File: src/rtl/mips_pkg.sv
`default_nettype none
// +----------------------------------------------------------------------+
// | mips_pkg : shared encodings and types for the EX-stage MDU           |
// | rev 1.0                                                              |
// +----------------------------------------------------------------------+
package mips_pkg;

  localparam int DEFAULT_WIDTH = 32;

  localparam logic [1:0] OP_MULT  = 2'b00;
  localparam logic [1:0] OP_MULTU = 2'b01;
  localparam logic [1:0] OP_DIV   = 2'b10;
  localparam logic [1:0] OP_DIVU  = 2'b11;

  typedef enum logic [1:0] {
    IDLE = 2'd0,
    CALC = 2'd1,
    FIX  = 2'd2
  } mdu_state_e;

  function automatic logic op_is_signed(input logic [1:0] op);
    return ~op[0];
  endfunction

  function automatic logic op_is_div(input logic [1:0] op);
    return op[1];
  endfunction

endpackage
`default_nettype wire

File: src/rtl/mdu_sign_fix.sv
`default_nettype none
// +----------------------------------------------------------------------+
// | mdu_sign_fix : conditional two's-complement negate                   |
// | rev 1.0                                                              |
// +----------------------------------------------------------------------+
module mdu_sign_fix #(
  parameter int W = 32
) (
  input  logic         neg,
  input  logic [W-1:0] din,
  output logic [W-1:0] dout
);

  assign dout = neg ? ((~din) + {{(W-1){1'b0}}, 1'b1}) : din;

endmodule
`default_nettype wire

File: src/rtl/mult_div_unit.sv
`default_nettype none
// +----------------------------------------------------------------------+
// | mult_div_unit : iterative MULT/MULTU/DIV/DIVU into HI/LO             |
// | rev 1.0                                                              |
// +----------------------------------------------------------------------+
module mult_div_unit
  import mips_pkg::*;
#(
  parameter int WIDTH = DEFAULT_WIDTH,
  parameter int CNT_W = $clog2(WIDTH)
) (
  input  logic             CLK,
  input  logic             RST,
  input  logic             start,
  input  logic [1:0]       op,
  input  logic [WIDTH-1:0] src_a,
  input  logic [WIDTH-1:0] src_b,
  input  logic             hi_we,
  input  logic             lo_we,
  input  logic [WIDTH-1:0] wdata,
  output logic             busy,
  output logic             done,
  output logic             div_by_zero,
  output logic [WIDTH-1:0] hi,
  output logic [WIDTH-1:0] lo
);

  mdu_state_e       state_q, state_d;
  logic [CNT_W-1:0] cnt_q, cnt_d;
  logic [1:0]       op_q, op_d;
  logic [WIDTH-1:0] b_q, b_d;
  logic [WIDTH-1:0] acc_q, acc_d;
  logic [WIDTH-1:0] q_q, q_d;
  logic [WIDTH-1:0] hi_q, hi_d;
  logic [WIDTH-1:0] lo_q, lo_d;
  logic             neg_res_q, neg_res_d;
  logic             neg_rem_q, neg_rem_d;
  logic             dz_q, dz_d;
  logic             done_q, done_d;
  logic             dbz_q, dbz_d;

  logic             sgn, a_neg, b_neg, is_div;
  logic [WIDTH-1:0] a_abs, b_abs, quo_fixed, rem_fixed;
  logic [2*WIDTH-1:0] prod_fixed;

  assign sgn    = op_is_signed(op);
  assign a_neg  = sgn & src_a[WIDTH-1];
  assign b_neg  = sgn & src_b[WIDTH-1];
  assign is_div = op_is_div(op_q);

  mdu_sign_fix #(.W(WIDTH)) u_a_abs (.neg(a_neg), .din(src_a), .dout(a_abs));
  mdu_sign_fix #(.W(WIDTH)) u_b_abs (.neg(b_neg), .din(src_b), .dout(b_abs));

  mdu_sign_fix #(.W(2*WIDTH)) u_prod_fix (
    .neg(neg_res_q), .din({acc_q, q_q}), .dout(prod_fixed)
  );
  mdu_sign_fix #(.W(WIDTH)) u_quo_fix (.neg(neg_res_q), .din(q_q), .dout(quo_fixed));
  mdu_sign_fix #(.W(WIDTH)) u_rem_fix (.neg(neg_rem_q), .din(acc_q), .dout(rem_fixed));

  // Shared adder: add for shift-add multiply, subtract for restoring divide.
  // In subtract mode bit WIDTH+1 of the sum is the "no borrow" flag.
  logic [WIDTH:0]   add_x, add_y;
  logic             add_sub;
  logic [WIDTH+1:0] add_sum;
  logic             no_borrow;

  always_comb begin
    add_x   = {1'b0, acc_q};
    add_y   = q_q[0] ? {1'b0, b_q} : '0;
    add_sub = 1'b0;
    if (is_div) begin
      add_x   = {acc_q, q_q[WIDTH-1]};
      add_y   = {1'b0, b_q};
      add_sub = 1'b1;
    end
  end

  assign add_sum   = {1'b0, add_x} + {1'b0, add_y ^ {(WIDTH+1){add_sub}}}
                   + {{(WIDTH+1){1'b0}}, add_sub};
  assign no_borrow = add_sum[WIDTH+1];

  always_comb begin
    state_d   = state_q;
    cnt_d     = cnt_q;
    op_d      = op_q;
    b_d       = b_q;
    acc_d     = acc_q;
    q_d       = q_q;
    hi_d      = hi_q;
    lo_d      = lo_q;
    neg_res_d = neg_res_q;
    neg_rem_d = neg_rem_q;
    dz_d      = dz_q;
    done_d    = 1'b0;
    dbz_d     = 1'b0;

    case (state_q)
      IDLE: begin
        if (start) begin
          op_d      = op;
          acc_d     = '0;
          q_d       = a_abs;
          b_d       = b_abs;
          neg_res_d = a_neg ^ b_neg;
          neg_rem_d = a_neg;
          dz_d      = (src_b == '0);
          cnt_d     = '0;
          state_d   = CALC;
        end else begin
          if (hi_we) hi_d = wdata;
          if (lo_we) lo_d = wdata;
        end
      end
      CALC: begin
        if (is_div) begin
          acc_d = no_borrow ? add_sum[WIDTH-1:0] : add_x[WIDTH-1:0];
          q_d   = {q_q[WIDTH-2:0], no_borrow};
        end else begin
          acc_d = add_sum[WIDTH:1];
          q_d   = {add_sum[0], q_q[WIDTH-1:1]};
        end
        cnt_d = cnt_q + 1'b1;
        if (cnt_q == CNT_W'(WIDTH - 1)) state_d = FIX;
      end
      FIX: begin
        // A zero divisor leaves the dividend in the remainder, so HI is
        // already correct; only LO needs forcing.
        if (is_div) begin
          lo_d = dz_q ? '1 : quo_fixed;
          hi_d = rem_fixed;
        end else begin
          {hi_d, lo_d} = prod_fixed;
        end
        done_d  = 1'b1;
        dbz_d   = is_div & dz_q;
        state_d = IDLE;
      end
      default: state_d = IDLE;
    endcase
  end

  always_ff @(posedge CLK or posedge RST) begin
    if (RST) begin
      state_q   <= IDLE;
      cnt_q     <= '0;
      op_q      <= '0;
      b_q       <= '0;
      acc_q     <= '0;
      q_q       <= '0;
      hi_q      <= '0;
      lo_q      <= '0;
      neg_res_q <= 1'b0;
      neg_rem_q <= 1'b0;
      dz_q      <= 1'b0;
      done_q    <= 1'b0;
      dbz_q     <= 1'b0;
    end else begin
      state_q   <= state_d;
      cnt_q     <= cnt_d;
      op_q      <= op_d;
      b_q       <= b_d;
      acc_q     <= acc_d;
      q_q       <= q_d;
      hi_q      <= hi_d;
      lo_q      <= lo_d;
      neg_res_q <= neg_res_d;
      neg_rem_q <= neg_rem_d;
      dz_q      <= dz_d;
      done_q    <= done_d;
      dbz_q     <= dbz_d;
    end
  end

  assign busy        = (state_q != IDLE);
  assign done        = done_q;
  assign div_by_zero = dbz_q;
  assign hi          = hi_q;
  assign lo          = lo_q;

endmodule
`default_nettype wire

File: config.mk
export PLATFORM = sky130hd
export DESIGN_NAME = mult_div_unit
export DESIGN_NICKNAME = d
export VERILOG_FILES = /design/src/rtl/mips_pkg.sv /design/src/rtl/mdu_sign_fix.sv /design/src/rtl/mult_div_unit.sv
export SDC_FILE = /design/constraint.sdc
export NUM_CORES = 1
export LEC_CHECK = 0
export ABC_AREA = 1
export BUFFER_PORTS_ARGS = -buffer_cell sky130_fd_sc_hd__buf_2
export CAP_MARGIN = 20
export CORE_MARGIN = 2
export CORE_UTILIZATION = 30
export DETAILED_ROUTE_END_ITERATION = 16
export PLACE_DENSITY = 0.46
export SYNTH_ARGS = -nofsm -noshare
export SYNTH_HDL_FRONTEND = slang
export SYNTH_HIERARCHICAL = 1
export SYNTH_SLANG_ARGS = --single-unit
File: constraint.sdc
create_clock -name CLK -period 6.4 [get_ports CLK]
set_input_delay 0.96 -clock CLK [delete_from_list [all_inputs] [get_ports CLK]]
set_output_delay 0.96 -clock CLK [all_outputs]
set_load 0.05 [all_outputs]
==> key figures, run 1 <==
Run status
  • Status: finished, final reports clean

GRT
  • Initial antenna violation count: 1
  • GRT Util Overall: ~24%
  • Grt total ovfl: 0
  • Vias in the first global route: 19519
  • Pin count of the biggest net entering global routing: about 110
  • First-pass GRT wire length: around 120000 um

Clocking
  • CTS max path bufs: 2
  • Root buffer cell: clkbuf_16
  • Num Clock Sinks: 173
  • Total CTS buffers: 17
  • Hold-fix buffers at CTS: 0
  • Post-CTS Setup Repair Bufs: 0
  • CTS tree: yes
  • CTS-repair resized insts: 0
  • Clk slew on worst S/H paths: approximately 0.070 ns
  • Clk_lat worst skew: just over 0.5 ns
  • H-tree levels: 4

Timing
  • Hold slack: 0.4908 ns
  • Final worst-path cycle share: 69.38%
  • Maximum clock rate: 225.2 MHz
  • Max Slew Vio Count: 0
  • Finish-stage setup viols: 0
  • Fin Setup TNS: 0 ns
  • RSZ-0062 raised after global routing: false
  • Slew headroom: ~33%
  • Final Hold Viols: 0
  • Clock Skew: 0.01428 ns
  • Worst Slack Setup Final: 1.960 ns
  • Final Critical Period: roughly 4.4 ns
  • Worst-Margin Slew: 1.007 ns

Synth
  • Register area share after synthesis: 23.19%
  • Ys Warns: 6
  • Synth unique cells: between 50 and 60
  • Cell count after synthesis: 3135
  • Synth top area share: 23.19%
  • Post-synth EDFFs: 0
  • Synthesized Nets: 3277
  • Flops & latches, synth: approximately 170
  • Async S/R FF share, synth: 100.0%
  • Mapped Avg Cell Area: about 6 um2
  • Synth Flop Type: dfrtp_1
  • Synth area leaders: dfrtp_1, nand2_1, nor2_1, nand3_1, inv_1
  • Netlist Area Pre-Place: 18670 um2
  • Synth area leader: dfrtp_1

Route
  • Post-route DRC: 0
  • Final wirelength: approximately 78000 um
  • Via/cell ratio: slightly above 5
  • Starting DRC count in detailed routing: ~1600
  • WL per Instance: between 15 and 20 um
  • Via Count: 20547
  • DRT Pass-1 Iters: 6
  • Post-DRT Antenna Nets: 0

Power
  • Net Switching: between 8000 and 9000 uW
  • Flop pwr share: between 20% and 30%
  • PwrDens: 628.3 nW/um2
  • Part of the power in combinational logic: roughly 71%
  • Leakage power: about 0.01 uW
  • Power Internal: 5065 uW
  • Worst vdd rail ir drop: roughly 0.00024 V
  • Clock power frac: 8.3%
  • Sw frac: 61.33%

Setup path
  • Reg-to-reg slack, setup: 1.96 ns
  • Critical path class: register to register
  • WP data arrival: between 4 and 5 ns
  • Worst r2r src: op_q[1]
  • Setup crit end kind: register
  • CP Data Required Time: 6.84 ns
  • Worst Setup Start Kind: register
  • CP max FO: 90
  • R2R depth: 19
  • R2r endpoint: acc_q[28]

Place
  • Placed Area: 20230 um2
  • Dpl cells: 4038
  • Pre-CTS WS: 1.909 ns
  • Post-DP HPWL: 61380 um
  • Port bufs: around 170
  • Gpl congestion: just over 0.9

Run
  • Maxcap violations: 0

Worst hold path
  • Hold Path Class: register to register
  • Hold Path Stages: 2
  • WHS Endpoint: b_q[16]
  • Critical hold path startpoint: b_q[16]

Die
  • Die extent in y: between 200 and 300 um
  • Core area: 61600 um2
  • I/O Pins: 170
  • Row count: 91
  • Die area: approximately 64000 um2
  • Die Wd: 253.5 um
  • Initial core utilization: 30.31%

Final layout
  • Ratio of cells with drive above 1 in the final layout: between 10 and 15%
  • Commonest non-fill, non-tap cells in the layout: nand2_1, nor2_1, inv_1
  • Final Instance Area: 20850 um2
  • # nets final: 3363
  • Layout area overhead: 11.66%
  • Layout Cells excl Fill: between 4000 and 5000
  • Filler cells: 6933
  • Commonest non-fill, non-tap cell in the layout: nand2_1
[kinds of logic (layout without fill, tap and decap cells)]
family	Yosys count	in the layout	synth area share, %
and+or+nand+nor	1917	1917	44.73
other	0	1	0
xor gates and xnor gates	105	105	4.966
DFF	173	173	23.19
adders and majority gates	39	39	2.654
buffers and inverters	418	517	8.928
AOI/OAI and AO/OA	483	483	15.54
[power by group through the flow]
| stage | Sequential [uW] | Clock [uW] | Combinational (uW) |
|---|---|---|---|
| after floorplan | 2920 | 0 | 6270 |
| after global routing | 2850 | 1160 | 10400 |
| after global placement | 2750 | 0 | 9180 |
| final | 2750 | 1080 | 9270 |
| after detailed placement | 2750 | 0 | 9150 |
| after CTS | 2730 | 1130 | 9180 |
[cell type report]
| class | instances | area [um2] | share of cell area, % |
|---|---|---|---|
| Inverter | 294 | 1131 | 5.426 |
| Clock buffer | 18 | 439.2 | 2.107 |
| Antenna cell | 1 | 2.502 | 0.01200 |
| Clock inverter | 14 | 145.1 | 0.6963 |
| Tap cell | 837 | 1047 | 5.024 |
| Multi-Input combinational cell | 2544 | 12700 | 60.92 |
| Sequential cell | 173 | 4337 | 20.80 |
| Timing Repair Buffer | 191 | 1044 | 5.006 |
[synthesized netlist by cell type (2+ instances only)]
library cell,count
o21bai_1,4
nor2_4,34
a22o_1,2
a21oi_1,109
o221ai_1,32
buf_1,7
nand3_1,238
inv_1,276
nor4_1,8
o21ai_1,16
nand4_1,36
and2_1,3
nand3_4,5
xnor2_1,50
o22ai_1,2
clkbuf_1,81
ha_1,38
or2_2,10
nor2_8,7
o21ai_0,198
inv_2,12
clkinv_1,2
nand2_1,1049
o21ai_4,6
dfrtp_1,173
inv_6,4
a31oi_1,33
o21ai_2,9
nand3_2,4
o21a_1,32
xor2_1,54
nand2_4,7
nor3_1,6
o211ai_1,3
nand3b_1,10
nor2_1,439
buf_2,23
a22oi_1,30
nor2_2,39
buf_4,13
nand2_2,21
[per-layer routing]
metal / track usage [%] / up-vias / share of wire (%)
met1: 33.51 / 9560 / 48
li1: - / 10296 / -
met4: 6.965 / 0 / 2.4
met3: 2.796 / 77 / 4.6
met2: 39.93 / 614 / 45
met5: 0 / - / 0
[metrics by stage]
step           util (%)  total power (uW)
2_1_floorplan         -              9193
3_5_place_dp      32.84             11900
6_report          33.84             13100
4_1_cts           33.79             13040
3_3_place_gp      32.81             11930
5_1_grt           33.84             14400
[how the worst max path moves through the flow]
stage	startpoint	end
floorplan	RST	acc_q[0]
detailed placement	op_q[1]	acc_q[21]
global route	op_q[1]	acc_q[28]
finish	op_q[1]	acc_q[28]
global placement	op_q[1]	acc_q[23]
CTS	op_q[1]	acc_q[21]
[critical path, cell delays in order (launching register included)]
cell and delay (ns):
dfrtp_4 0.73, buf_4 0.75, buf_4 0.62, nand2_1 0.14
nand3_1 0.13, nand2_1 0.12, inv_2 0.10, fa_1 0.20
nand2_1 0.08, o21ai_0 0.40, nand3_1 0.13, nand3_1 0.27
nand2_1 0.12, nand2_1 0.12, nand2_1 0.07, nand2_1 0.06
nand2_1 0.04, nand2_1 0.08, nand2_1 0.06, nand2_1 0.05
[registers in the layout, summed over array words and instances (netlist names)]
| signal | count |
|---|---|
| acc_q | 32 |
| b_q | 32 |
| cnt_q | 5 |
| div_by_zero | 1 |
| done | 1 |
| dz_q | 1 |
| hi | 32 |
| lo | 32 |
| neg_rem_q | 1 |
| neg_res_q | 1 |
| op_q | 1 |
| q_q | 32 |
| state_q | 2 |
Power figures use the tool's default switching activity.
==> inputs of run 2 (changes only) <==
--- a/config.mk
+++ b/config.mk
@@ -11,7 +11,7 @@
 export CORE_MARGIN = 2
 export CORE_UTILIZATION = 30
 export DETAILED_ROUTE_END_ITERATION = 16
-export PLACE_DENSITY = 0.46
+export PLACE_DENSITY = 0.48
 export SYNTH_ARGS = -nofsm -noshare
 export SYNTH_HDL_FRONTEND = slang
 export SYNTH_HIERARCHICAL = 1
==> constraint.sdc (replaced) <==
create_clock -name CLK -period 3.8 [get_ports CLK]
set_input_delay 0.57 -clock CLK [delete_from_list [all_inputs] [get_ports CLK]]
set_output_delay 0.57 -clock CLK [all_outputs]
set_load 0.05 [all_outputs]
==> run 2 against run 1 <==
  * Critical path depth shrank 4
  * Via count shrank 2.7%
  * Clock skew grew 0.0011 ns
  * Sequential cell count is the same
  * Setup slack lost 1.6 ns
  * Clock power grew 79%
  * Register-to-register slack lost 1.6 ns
  * Die area is the same
  * Cell area grew 0.97%
  * Power grew 68%
==> key figures, run 2 (synthesis gave the netlist of run 1 again) <==
Run status
  • Status: finished, final reports clean (unchanged)

Route
  • Via Count: 19998 (was 20547)
  • DRT Pass-1 Iters: 6 (unchanged)
  • Post-route DRC: 0 (unchanged)
  • Via/cell ratio: 4.889 (was 5.046)
  • Final wirelength: 71560 um (was 77590 um)
  • Post-DRT Antenna Nets: 0 (unchanged)
  • WL per Instance: 17.50 um (was 19.05 um)
  • Starting DRC count in detailed routing: 1443 (was 1644)

Timing
  • Final worst-path cycle share: 90.32% (was 69.38%)
  • Maximum clock rate: 291.4 MHz (was 225.2 MHz)
  • Fin Setup TNS: 0 ns (unchanged)
  • Max Slew Vio Count: 0 (unchanged)
  • RSZ-0062 raised after global routing: false (unchanged)
  • Worst-Margin Slew: 0.9012 ns (was 1.007 ns)
  • Clock Skew: 0.01539 ns (was 0.01428 ns)
  • Finish-stage setup viols: 0 (unchanged)
  • Final Hold Viols: 0 (unchanged)
  • Final Critical Period: 3.432 ns (was 4.440 ns)
  • Slew headroom: 39.86% (was 32.86%)

Clocking
  • Clk slew on worst S/H paths: 0.08 ns (was 0.07 ns)
  • H-tree levels: 4 (unchanged)
  • CTS tree: yes (unchanged)
  • Clk_lat worst skew: 0.51 ns (about the same)
  • Num Clock Sinks: 173 (unchanged)
  • CTS max path bufs: 2 (unchanged)
  • Total CTS buffers: 17 (unchanged)
  • Root buffer cell: clkbuf_16 (unchanged)

Final layout
  • Final core utilization: 34.17% (was 33.84%)
  • Commonest non-fill, non-tap cells in the layout: nand2_1, nor2_1, inv_1 (unchanged)
  • Layout area overhead: 12.75% (was 11.66%)
  • Commonest non-fill, non-tap cell in the layout: nand2_1 (unchanged)
  • Ratio of cells with drive above 1 in the final layout: 12.76% (was 12.21%)
  • Final Instance Area: 21050 um2 (was 20850 um2)
  • # nets final: 3382 (was 3363)
  • Filler cells: 7004 (was 6933)
  • Antenna cell count: 0 (was 1)
  • Layout Cells excl Fill: 4090 (was 4072)

GRT
  • Pin count of the biggest net entering global routing: 74 (was 114)
  • Initial antenna violation count: 1 (unchanged)
  • First-pass GRT wire length: 110500 um (was 119000 um)
  • Grt total ovfl: 0 (unchanged)
  • GRT Util Overall: 22.48% (was 24.33%)
  • Vias in the first global route: 18463 (was 19519)

Place
  • Placed Area: 20410 um2 (was 20230 um2)
  • Gpl congestion: 0.9208 (was 0.9335)
  • Port bufs: 169 (unchanged)
  • Post-DP HPWL: 57240 um (was 61380 um)
  • Dpl cells: 4057 (was 4038)

Setup path
  • R2R depth: 15 (was 19)
  • Worst r2r src: op_q[1] (unchanged)
  • Worst Setup Start Kind: register (unchanged)
  • CP max stage cell: dfrtp_4 (was buf_4)
  • CP cell instances: buf_12, o21ai_0, ha_1, nand2_1, nor2_1, nand2_1, nor2_1, nand3_1, nand3_4, buf_4, nand3_1, nand2_1, inv_1, nand2_1, nand2_1 (was buf_4, buf_4, nand2_1, nand3_1, nand2_1, inv_2, fa_1, nand2_1, o21ai_0, nand3_1, nand3_1, nand2_1, nand2_1, nand2_1, nand2_1, nand2_1, nand2_1, nand2_1, nand2_1)
  • CP Data Required Time: 4.19 ns (was 6.84 ns)
  • Reg-to-reg slack, setup: 0.37 ns (was 1.96 ns)
  • R2r endpoint: acc_q[23] (was acc_q[28])
  • CP max FO: 50 (was 90)
  • Crit path launch: op_q[1] (unchanged)
  • WP data arrival: 3.82 ns (was 4.88 ns)
  • Critical path class: register to register (unchanged)
  • Worst path most repeated cell: nand2_1 (unchanged)
  • Setup crit end kind: register (unchanged)
  • Slowest stage delay, CP: 0.59 ns (was 0.75 ns)
  • Worst setup path end: acc_q[23] (was acc_q[28])

Power
  • Total Power: 21990 uW (was 13100 uW)
  • PwrDens: 1045 nW/um2 (was 628.3 nW/um2)
  • Clock power frac: 8.8% (was 8.3%)
  • Part of the power in combinational logic: 71.2% (was 70.7%)
  • Net Switching: 13200 uW (was 8032 uW)
  • Worst vdd rail ir drop: 0.0003204 V (was 0.0002369 V)
  • Flop pwr share: 20.0% (was 21.0%)
  • Leakage power: 0.01008 uW (was 0.009968 uW)
  • Sw frac: 60.04% (was 61.33%)
  • Power Internal: 8788 uW (was 5065 uW)

Die
  • Die area: 64240 um2 (unchanged)
  • Die Wd: 253.5 um (unchanged)
  • Row count: 91 (unchanged)
  • I/O Pins: 170 (unchanged)
  • Core area: 61600 um2 (unchanged)
  • Initial core utilization: 30.31% (unchanged)
  • Die extent in y: 253.5 um (unchanged)

Run
  • Maxcap violations: 0 (unchanged)

Worst hold path
  • Hold Path Class: input pin to async pin (was register to register)
-- run 2: cell types whose count changed in the layout (fill, tap and decap cells not counted) --
cell,delta
inv_8,+1
clkinv_1,-1
buf_16,-1
clkinv_4,-4
buf_4,+16
clkbuf_1,+1
clkinvlp_4,+2
bufinv_16,+2
diode_2,-1
inv_4,-1
inv_2,+2
clkinv_8,-1
inv_1,-1
buf_12,+4
-- run 2: final cells by class --
cell class	count	area, um2	share of cell area [%]
Tap cell	837	1047	4.976
Multi-Input combinational cell	2544	12700	60.34
Clock inverter	13	172.7	0.8204
Sequential cell	173	4337	20.60
Timing Repair Buffer	210	1216	5.778
Clock buffer	19	442.9	2.104
Inverter	294	1132	5.380
-- run 2: power by group through the flow --
stage / Sequential [uW] / Clock (uW) / Combinational (uW)
after floorplan: 4920 / 0 / 10600
after global placement: 4400 / 0 / 15600
after detailed placement: 4410 / 0 / 15500
after CTS: 4380 / 1980 / 15500
after global routing: 4560 / 2040 / 17500
final: 4400 / 1930 / 15700
-- run 2: per-stage QoR --
stage                     hold WS, ns  worst slack (ns)
after floorplan                0.4431            0.7511
after global placement         0.4768            0.3211
after detailed placement       0.4798            0.3564
after CTS                      0.1768            0.3209
after global routing           0.1957           0.04720
final                          0.1575            0.3677
-- run 2: repair_timing --
action / 4_1_cts / 5_1_grt
hold buffers: 0 / 0
endpoints found under the setup margin: 0 / 4
gates resized for setup: 0 / 1
buffers inserted: 0 / 0
endpoints found under the hold margin: 0 / 0
-- run 2: how the worst min path moves through the flow --
stage / startpoint / endpoint / cells past startpoint
CTS: RST / done / 3
detailed placement: b_q[5] / b_q[5] / 2
floorplan: neg_rem_q / neg_rem_q / 2
finish: RST / q_q[4] / 3
global placement: b_q[19] / b_q[19] / 2
global route: RST / done / 3
-- run 2: worst max-delay path: cells and delay by family, from the launching register on --
| family | cells | cell delay (ns) |
|---|---|---|
| flip-flops | 1 | 0.59 |
| buffers and inverters | 3 | 0.54 |
| AND/OR/NAND/NOR | 10 | 1.30 |
| adder cells (fa/ha/maj) | 1 | 0.34 |
| AO/OA/AOI/OAI | 1 | 0.51 |
-- run 2: layer usage --
metal / routed length, um / global-route usage (%)
met3: 3500 / 2.837
met2: 31190 / 35.10
met1: 35500 / 32.43
met5: 13 / 0
met4: 1361 / 5.985
==> inputs of run 3 (changes only) <==
--- a/config.mk
+++ b/config.mk
@@ -11,7 +11,7 @@
 export CORE_MARGIN = 2
 export CORE_UTILIZATION = 30
 export DETAILED_ROUTE_END_ITERATION = 16
-export PLACE_DENSITY = 0.48
+export PLACE_DENSITY = 0.46
 export SYNTH_ARGS = -nofsm -noshare
 export SYNTH_HDL_FRONTEND = slang
 export SYNTH_HIERARCHICAL = 1
==> constraint.sdc (replaced) <==
create_clock -name CLK -period 3.9 [get_ports CLK]
set_input_delay 0.585 -clock CLK [delete_from_list [all_inputs] [get_ports CLK]]
set_output_delay 0.585 -clock CLK [all_outputs]
set_load 0.05 [all_outputs]
==> run 3 against run 2 <==
  * Worst hold slack better by 0.13 ns
  * Sequential share of layout area hardly changed
  * Critical endpoint is now acc_q[28]
  * Clock power hardly changed
  * Largest power group unchanged
  * Power is 1.7% lower
  * Die area stayed put
  * Setup slack worse by 0.0092 ns
  * Critical path type unchanged
  * First-iteration DRC count is 22% higher
==> key figures, run 3 (synthesis gave the netlist of run 1 again) <==
Setup path
  • Crit path launch: op_q[1] (unchanged)
  • Setup crit end kind: register (unchanged)
  • Worst r2r src: op_q[1] (unchanged)
  • Crit path max-delay family: compound AO/OA/AOI/OAI gates (was simple AND/OR/NAND/NOR gates)
  • Worst Setup Start Kind: register (unchanged)
  • Critical path class: register to register (unchanged)
  • CP max FO: 76 (was 50)
  • CP max stage cell: o21ai_0 (was dfrtp_4)
  • CP Data Required Time: 4.30 ns (was 4.19 ns)
  • Slowest stage delay, CP: 0.62 ns (was 0.59 ns)
  • Number of buffer and inverter stages on the critical path: 1 (was 3)
  • WP data arrival: 3.94 ns (was 3.82 ns)
  • CP cell instances: buf_12, o21ai_0, ha_1, a21oi_1, o21ai_0, nor2_1, nor2_1, nor2_1, nand2_1, nand2_1, nand2_1, nand2_1, nand2_1, nand2_1, nand2_1 (was buf_12, o21ai_0, ha_1, nand2_1, nor2_1, nand2_1, nor2_1, nand3_1, nand3_4, buf_4, nand3_1, nand2_1, inv_1, nand2_1, nand2_1)
  • Worst path most repeated cell: nand2_1 (unchanged)

Final layout
  • Layout area overhead: 12.61% (was 12.75%)
  • Commonest non-fill, non-tap cell in the layout: nand2_1 (unchanged)
  • Filler cells: 6861 (was 7004)
  • Ratio of cells with drive above 1 in the final layout: 12.46% (was 12.76%)
  • Layout Cells excl Fill: 4081 (was 4090)
  • # nets final: 3372 (was 3382)
  • Commonest non-fill, non-tap cells in the layout: nand2_1, nor2_1, inv_1 (unchanged)

Die
  • Core area: 61600 um2 (unchanged)
  • Die Wd: 253.5 um (unchanged)
  • Die area: 64240 um2 (unchanged)
  • I/O Pins: 170 (unchanged)
  • Row count: 91 (unchanged)
  • Initial core utilization: 30.31% (unchanged)
  • Die extent in y: 253.5 um (unchanged)

Timing
  • Max Slew Vio Count: 0 (unchanged)
  • Final Critical Period: 3.542 ns (was 3.432 ns)
  • Clock Skew: 0.01796 ns (was 0.01539 ns)
  • Final worst-path cycle share: 90.81% (was 90.32%)
  • Maximum clock rate: 282.4 MHz (was 291.4 MHz)
  • Final Hold Viols: 0 (unchanged)
  • Fin Setup TNS: 0 ns (unchanged)
  • Worst-Margin Slew: 1.002 ns (was 0.9012 ns)
  • Finish-stage setup viols: 0 (unchanged)
  • Slew headroom: 32.99% (was 39.86%)
  • RSZ-0062 raised after global routing: false (unchanged)

Place
  • Post-DP HPWL: 60090 um (was 57240 um)
  • Port bufs: 169 (unchanged)
  • Gpl congestion: 0.9478 (was 0.9208)
  • Dpl cells: 4048 (was 4057)

Power
  • Worst vdd rail ir drop: 0.0004758 V (was 0.0003204 V)
  • PwrDens: 1028 nW/um2 (was 1045 nW/um2)
  • Leakage power: 0.01005 uW (was 0.01008 uW)

GRT
  • Pin count of the biggest net entering global routing: 81 (was 74)
  • First-pass GRT wire length: 115900 um (was 110500 um)
  • Initial antenna violation count: 1 (unchanged)
  • Vias in the first global route: 19231 (was 18463)
  • Grt total ovfl: 0 (unchanged)
  • GRT Util Overall: 23.58% (was 22.48%)

Clocking
  • CTS tree: yes (unchanged)
  • Clk_lat worst skew: 0.51 ns (about the same)
  • Clk slew on worst S/H paths: 0.07 ns (was 0.08 ns)
  • Hold-fix buffers at CTS: 0 (unchanged)
  • H-tree levels: 4 (unchanged)
  • Post-CTS Setup Repair Bufs: 0 (unchanged)
  • Root buffer cell: clkbuf_16 (unchanged)
  • Total CTS buffers: 17 (unchanged)
  • CTS max path bufs: 2 (unchanged)
  • CTS-repair resized insts: 0 (unchanged)
  • Num Clock Sinks: 173 (unchanged)

Route
  • Post-route DRC: 0 (unchanged)
  • Via Count: 20407 (was 19998)
  • WL per Instance: 18.45 um (was 17.50 um)
  • Final wirelength: 75300 um (was 71560 um)
  • DRT Pass-1 Iters: 7 (was 6)
  • Post-DRT Antenna Nets: 0 (unchanged)
  • Starting DRC count in detailed routing: 1764 (was 1443)
  • Via/cell ratio: 5.000 (was 4.889)

Run status
  • Status: finished, final reports clean (unchanged)

Run
  • Maxcap violations: 0 (unchanged)

Worst hold path
  • Hold Path Class: input pin to async pin (unchanged)
==> run 3: path summary, 6_finish.rpt <==
path / end / slack (ns) / depth (start not counted)
worst max-delay path: acc_q[28] / 0.36 / 15
worst min-delay path: lo[2] / 0.29 / 2
worst max register to register: acc_q[28] / 0.36 / 15
worst min register to register: neg_rem_q / 0.49 / 2
max in group asynchronous: hi[22] / 2.80 / 3
min in group CLK: op_q[1] / 0.36 / 3
==> run 3: final cells by class <==
| type | instances | area (um2) | share of cell area [%] |
|---|---|---|---|
| Inverter | 294 | 1130 | 5.375 |
| Timing Repair Buffer | 200 | 1166 | 5.547 |
| Clock buffer | 20 | 466.7 | 2.220 |
| Multi-Input combinational cell | 2544 | 12700 | 60.41 |
| Clock inverter | 12 | 172.7 | 0.8214 |
| Antenna cell | 1 | 2.502 | 0.01190 |
| Sequential cell | 173 | 4337 | 20.63 |
| Tap cell | 837 | 1047 | 4.982 |
==> run 3: power breakdown <==
| group | total, uW | internal, uW | switching [uW] |
|---|---|---|---|
| Clock | 1940 | 1070 | 865 |
| Combinational | 15300 | 4790 | 10500 |
| Sequential | 4370 | 2720 | 1650 |
==> run 3: routing by layer <==
metal  track usage (%)  wire length [um]  vias to the layer above
li1                  -                 -                    10329
met1             32.97             36100                     9411
met2             37.34             33410                      587
met3             2.735              3658                       80
met4             8.318              2130                        0
met5                 0                 0                        -
==> run 3: per-stage QoR <==
| step | setup slack, ns | hold WS [ns] | instance area, um2 | total power [uW] | utilization, % |
|---|---|---|---|---|---|
| global placement | 0.4790 | 0.4766 | 20380 | 19500 | 33.08 |
| global route | 0.2877 | 0.3451 | 21020 | 23710 | 34.12 |
| detailed placement | 0.5172 | 0.4773 | 20380 | 19490 | 33.08 |
| CTS | 0.5004 | 0.3046 | 21020 | 21510 | 34.12 |
| floorplan | 0.8511 | 0.4431 | 18670 | 15090 | - |
| finish | 0.3585 | 0.2911 | 21020 | 21620 | 34.13 |
